==> config.mk <==
export PLATFORM = sky130hd
export DESIGN_NAME = wide_add_sequencer
export DESIGN_NICKNAME = d
export VERILOG_FILES = /design/src/rtl/wide_add_sequencer.sv
export SDC_FILE = /design/constraint.sdc
export NUM_CORES = 1
export LEC_CHECK = 0
export ABC_AREA = 1
export BUFFER_PORTS_ARGS = -buffer_cell sky130_fd_sc_hd__buf_2
export CAP_MARGIN = 20
export CORE_ASPECT_RATIO = 1.5
export CORE_MARGIN = 2
export CORE_UTILIZATION = 59
export CTS_CLUSTER_DIAMETER = 50
export DETAILED_ROUTE_END_ITERATION = 8
export MAX_ROUTING_LAYER = met4
export PLACE_DENSITY = 0.83
export SLEW_MARGIN = 20
export SYNTH_ARGS = -nofsm -noshare
export SYNTH_HDL_FRONTEND = slang
export SYNTH_SLANG_ARGS = --single-unit
==> constraint.sdc <==
create_clock -name clk -period 3.9 [get_ports clk]
set_clock_uncertainty 0.15 [all_clocks]
set_input_delay 0.39 -clock clk [delete_from_list [all_inputs] [get_ports clk]]
set_output_delay 0.39 -clock clk [all_outputs]
set_load 0.05 [all_outputs]
==> src/rtl/wide_add_sequencer.sv <==
// ---------------------------------------------------------------------------
// wide_add_sequencer
//
// Adds two W-bit operands (W = SIZE*WORDS) one SIZE-bit slice per cycle. The
// same SIZE-bit carry-lookahead slice is reused for every cycle, and the carry
// is passed from one cycle to the next. The operands and carry_in are latched
// when start is accepted in IDLE. RUN then lasts exactly WORDS cycles. DONE
// raises done for one cycle. sum and carry_out change only on the RUN->DONE
// transition.
//
// Parameters
//   SIZE       slice width in bits (default 4)
//   WORDS      slices per operand, >= 2 (default 4)
//
// Ports
//   clk        clock, rising edge
//   rst        asynchronous active-high reset
//   start      begin an addition (sampled only in IDLE)
//   sub        (only with WIDE_ADD_SEQUENCER_SUB_EN) subtract in_2 instead of
//              adding it; sampled with start
//   in_1       operand A
//   in_2       operand B
//   carry_in   initial carry
//   busy       high while in RUN
//   done       one-cycle pulse marking a valid sum/carry_out
//   sum        result register (modulo 2^W)
//   carry_out  carry out of the last slice (1 = no borrow when subtracting)
//
// Optional feature: define WIDE_ADD_SEQUENCER_SUB_EN to add the sub port.
// ---------------------------------------------------------------------------
module wide_add_sequencer #(
  parameter int SIZE  = 4,
  parameter int WORDS = 4
) (
  input  logic                  clk,
  input  logic                  rst,
  input  logic                  start,
`ifdef WIDE_ADD_SEQUENCER_SUB_EN
  input  logic                  sub,
`endif
  input  logic [SIZE*WORDS-1:0] in_1,
  input  logic [SIZE*WORDS-1:0] in_2,
  input  logic                  carry_in,
  output logic                  busy,
  output logic                  done,
  output logic [SIZE*WORDS-1:0] sum,
  output logic                  carry_out
);

  localparam int W  = SIZE * WORDS;
  localparam int KW = $clog2(WORDS);
  localparam logic [KW-1:0] K_LAST = KW'(WORDS - 1);

  typedef enum logic [1:0] {S_IDLE, S_RUN, S_DONE} state_t;

  state_t          state, state_next;
  logic [W-1:0]    a_q, b_q, acc_q, acc_next;
  logic            c_q;
  logic [KW-1:0]   k_q;

  // Operand selection at acceptance time.
  logic [W-1:0]    b_sel;
  logic            c_sel;

`ifdef WIDE_ADD_SEQUENCER_SUB_EN
  // A - B = A + ~B + 1. The forced carry replaces carry_in.
  assign b_sel = sub ? ~in_2 : in_2;
  assign c_sel = sub | carry_in;
`else
  assign b_sel = in_2;
  assign c_sel = carry_in;
`endif

  // SIZE-bit carry-lookahead slice. Each carry is built directly from the
  // generate/propagate terms and the incoming carry. No carry ripples through
  // another bit's carry.
  logic [SIZE-1:0] g, p, slice_sum;
  logic [SIZE:0]   cy;
  logic            pp;

  always_comb begin
    // NOTE: every variable gets a default before any conditional logic, so
    // no path leaves a value unassigned and no latch is inferred.
    g     = a_q[SIZE-1:0] & b_q[SIZE-1:0];
    p     = a_q[SIZE-1:0] ^ b_q[SIZE-1:0];
    cy    = '0;
    pp    = 1'b0;
    cy[0] = c_q;
    for (int i = 0; i < SIZE; i++) begin
      cy[i+1] = g[i];
      pp      = p[i];
      for (int j = i - 1; j >= 0; j--) begin
        cy[i+1] = cy[i+1] | (pp & g[j]);
        pp      = pp & p[j];
      end
      cy[i+1] = cy[i+1] | (pp & c_q);
    end
    slice_sum = p ^ cy[SIZE-1:0];
  end

  // Operands shift down one slice per cycle, so the active slice is always
  // at bit 0. Results enter the accumulator at the top. After WORDS cycles,
  // slice k sits at word k.
  assign acc_next = {slice_sum, acc_q[W-1:SIZE]};

  // Next-state logic and outputs.
  always_comb begin
    state_next = state;
    busy       = 1'b0;
    done       = 1'b0;
    unique case (state)
      S_IDLE: if (start) state_next = S_RUN;
      S_RUN: begin
        busy = 1'b1;
        if (k_q == K_LAST) state_next = S_DONE;
      end
      S_DONE: begin
        done       = 1'b1;
        state_next = S_IDLE;
      end
      default: state_next = S_IDLE;
    endcase
  end

  // NOTE: sequential state is updated only with non-blocking assignments.
  // This way every register samples its value from before the edge.
  always_ff @(posedge clk or posedge rst) begin
    if (rst) begin
      // NOTE: the datapath registers are reset as well. The reset values of
      // sum/carry_out are visible, and a clean accumulator keeps runs after a
      // reset independent of any aborted run.
      state     <= S_IDLE;
      a_q       <= '0;
      b_q       <= '0;
      c_q       <= 1'b0;
      k_q       <= '0;
      acc_q     <= '0;
      sum       <= '0;
      carry_out <= 1'b0;
    end else begin
      state <= state_next;
      unique case (state)
        S_IDLE: begin
          if (start) begin
            a_q <= in_1;
            b_q <= b_sel;
            c_q <= c_sel;
            k_q <= '0;
          end
        end
        S_RUN: begin
          a_q   <= a_q >> SIZE;
          b_q   <= b_q >> SIZE;
          c_q   <= cy[SIZE];
          acc_q <= acc_next;
          k_q   <= k_q + KW'(1);
          if (k_q == K_LAST) begin
            sum       <= acc_next;
            carry_out <= cy[SIZE];
          end
        end
        default: ;
      endcase
    end
  end

endmodule

# Word-level counts from Yosys, hierarchy flattened

Index checks and enable logic that the tools add are counted.

Register bits after elaboration: 70
Bits in writable memories: 0
Latch bits: 0
Input port bits: 36
Memories: 0
ROM bits: 0

Add/subtract/negate cells: 1
$mul: 0
Reduce and logical (&&, ||, !) cells: 5
Equal/unequal tests: 5
Shift-type cells: 0
Magnitude comparators: 0
Div/mod/pow operators: 0
Mux-type cells: 13
Bitwise operators: 29

Operator list:

| cell                | number |
|---|---|
| $pmux 16 s2         | 2 |
| $mux 16             | 2 |
| $and 1x1->1         | 16 |
| $or 1x1->1          | 10 |
| $pmux 2 s2          | 2 |
| $xor 4x4->4         | 2 |
| $mux 2              | 3 |
| $reduce_and 2->1    | 3 |
| $and 4x4->4         | 1 |
| $eq 2x2->1 const B  | 2 |
| $ne 2x2->1 const B  | 2 |
| $mux 1              | 3 |
| $add 2x1->2 const B | 1 |
| $eq 2x1->1 const B  | 1 |
| $logic_not 2->1     | 1 |
| $pmux 1 s2          | 1 |
| $reduce_bool 2->1   | 1 |

# Logic depth before layout (Yosys ltp)

Word-level depth: 7
Depth in mapped cells: 8
Depth with buffers taken out: 8

# Worst setup path after synthesis

No wires, ideal clock.

Kind: register to output
Start point: register state[1]
End point: output port done
Setup slack: 2251 ps
Arrival: 1109 ps
Path buffers: 0
Stages on the path, launching flop included: 3
Required time: 3360 ps
Cells stage by stage: dfrtp_1 -> inv_1 -> nor2_1

Longest elaborated chain between the ends: 2

Ends and longest elaborated chain:

| item                     | line | RTL |
|---|---|---|
| start: declaration       | 56   | `state_t state, state_next;` |
| start signal: assignment | 141  | `state <= state_next;` |
| $eq 2x2->1               | 111  | `unique case (state)` |
| $mux 1                   | 111  |  |
| end: declaration         | 45   | `output logic done,` |

No other way between the ends.

# Worst setup path after layout

Start point: register state[1]
End point: output port busy

Longest elaborated chain between the ends: 2

Ends and longest elaborated chain:

| item             | line | RTL |
|---|---|---|
| $eq 2x1->1       | 111  |  |
| $mux 1           | 111  |  |
| end: declaration | 44   | `output logic busy,` |

No other way between the ends.

==> results.json <==
{
  "reg2reg_depth": 6,
  "reg2reg_to": "c_q",
  "postCtsSetupRepairBufs": 0,
  "place_congestion": 0.757,
  "synth_edf_count": 0,
  "hp-class": "input pin to asynchronous set/reset pin",
  "outcome": "complete, no violations",
  "drt-total-wl_mm": 5.88,
  "fin_nets": 422,
  "drt-initial-drc-count": 156,
  "synth_top_area_share_pct": 54.3,
  "yosysTopAreaCell": "dfrtp_1",
  "min_period_ns": 2.39,
  "syn_area_um2": 3040,
  "power_density_nw_per_um2": 1020,
  "clockBufferDepth": 2,
  "ys_types": 26,
  "finalCritPeriodShare_pct": 61.2,
  "ys_seq_area_share_pct": 54.3,
  "grt_pass1_vias": 2254,
  "rsz0062_at_grt": "no",
  "synth_area_leaders": "dfrtp_1 (54%), nand2_1 (7.9%), nand3_1 (7.4%), o21ai_0 (6.2%), o21ai_2 (5.8%)",
  "avgViaCountPerCell": 5.29,
  "setup_viol": 0,
  "drc": 0,
  "cts_tree": "done",
  "drive_above_1_share_pct": 26.0,
  "clock_sinks": 66,
  "vias": 2398,
  "synthCells": 333,
  "hpwlAfterDp_mm": 3.89,
  "core_um2": 5040,
  "die_x_um": 62.7,
  "gr-total-overflow": 0,
  "htree_num_levels": 3,
  "syn-mean-instance-area_um2": 9.14,
  "synth_nets": 375,
  "slew_headroom_pct": 49.5,
  "clock-root-buffer": "clkbuf_8",
  "design_area_um2": 3510,
  "ys.warnings.count": 0,
  "critPathLaunchType": "flop",
  "finalHoldViolations": 0,
  "die-area_um2": 5760,
  "startpoint": "state[1]",
  "max_slew.worst_pin.slew_ns": 0.757,
  "path_clk_slew_ns": 0.07,
  "peakVddDrop_v": 0.000442,
  "reg2reg_slack_ns": 1.63,
  "setup_ws_ns": 1.51,
  "synthTopCellsByCount": "dfrtp_1 (66), nand2_1 (64), nand3_1 (45)",
  "grt_util_all_layers_pct": 23.8,
  "antenna_cells": 0,
  "crit_required_ns": 3.36,
  "seq_area_um2": 1650,
  "p_leak_nw": 1.78,
  "end_kind": "primary output",
  "pre_cts_slack_ns": 1.66,
  "area_growth_pct": 15.2,
  "maxCapViolCount": 0,
  "post-synth-top-count-cell": "dfrtp_1",
  "slew_viol_final": 0,
  "ys_ff_latch": 66,
  "io_buffer_count": 54,
  "worst_skew_pair.late_latency_ns": 0.34,
  "worstPathArrival_ns": 1.85,
  "criticalPathCategory": "flop to primary output",
  "multiInputGateArea_um2": 1190,
  "row_count": 32,
  "antenna_left": 0,
  "tns_ns": 0,
  "cts_buffers": 9,
  "wl_per_cell_um": 13.0,
  "drt-pass1-iter-count": 4,
  "fmax_mhz": 419,
  "synthArstFlopShare_pct": 100,
  "grt_max_degree": 79,
  "ios": 55,
  "hold_buffers": 0,
  "antenna_found_initial": 0,
  "cp_max_fo": 78,
  "die_y_um": 92.0,
  "rr_startpoint": "state[1]",
  "cts_resized": 0,
  "start_util_pct": 60.3,
  "place_area_um2": 3290,
  "synthFlopType": "dfrtp_1",
  "grt_pass1_wl_mm": 10.2,
  "fillers": 434
}
## through the flow
step                util, %  hold WS [ns]  power (mW)  cells
global route           69.5        0.0838        3.89    453
finish                 69.5        0.0223        3.58    453
CTS                    69.5        0.0472        3.62    453
floorplan                 -         0.299        2.69    333
global placement       65.2         0.300        2.89    437
detailed placement     65.2         0.312        2.97    437
## layout make-up
| cell class | count | share of cell area (%) |
|---|---|---|
| clock inverter | 6 | 2.28 |
| multi-input combinational | 226 | 33.9 |
| tap | 68 | 2.43 |
| timing repair buffer | 56 | 8.13 |
| sequential | 66 | 47.1 |
| clock buffer | 10 | 3.92 |
| inverter | 21 | 2.25 |
## logic make-up (layout without fill, tap and decap cells)
kind of cell / count (synthesis) / after routing / share of synthesized area, %
xor gates and xnor gates: 1 / 1 / 0.288
and+or+nand+nor: 146 / 146 / 21.5
DFF: 66 / 66 / 54.3
AOI/OAI and AO/OA: 73 / 73 / 14.6
adders and majority gates: 6 / 6 / 2.71
buffers and inverters: 41 / 93 / 6.66
## flip-flops by register name, summed over array words and instances, names as in the netlist
name       count
a_q           16
b_q           16
sum           16
acc_q         12
k_q            2
state          2
c_q            1
carry_out      1
## critical path, cell delays in order (launching register included)
cell and delay [ns]:
dfrtp_1 0.39, inv_1 0.10, nand2_4 0.55, inv_1 0.17
buf_2 0.26
## layout by cell type (no fill, tap or decap), types with 2 or more instances in the layout
cell type  Yosys  final
o21ai_2       20     20
dfrtp_1       66     66
o21ai_0       38     38
bufinv_16      0      2
clkinv_2       0      4
buf_2          8     54
a21oi_1        2      2
o22ai_1        2      2
o21ai_1       10     10
inv_2          1      2
ha_1           5      5
nand4_1        2      2
inv_1         20     19
clkbuf_8       0     10
nand2_1       64     64
nor2_1        29     29
nand3_1       45     45
nand2_4        2      2
buf_4          4      2
## power by group
group	switching [mW]	internal, mW	total [mW]
sequential	0.177	1.02	1.20
clock	0.253	0.372	0.626
combinational	1.22	0.543	1.76
total	1.65	1.94	3.58
## how the worst max path moves through the flow
stage and end:
3_5_place_dp c_q, 6_report busy, 5_1_grt busy, 3_3_place_gp c_q
4_1_cts busy, 2_1_floorplan a_q[0]
## per-layer routing
layer | GRT usage (%) | routed length (um) | vias up
met3 | 6.01 | 273 | 16
li1 | - | - | 1194
met5 | - | 0 | -
met1 | 28.1 | 2360 | 1120
met2 | 38.4 | 3070 | 68
met4 | 11.5 | 182 | 0
Power figures use the tool's default switching activity.
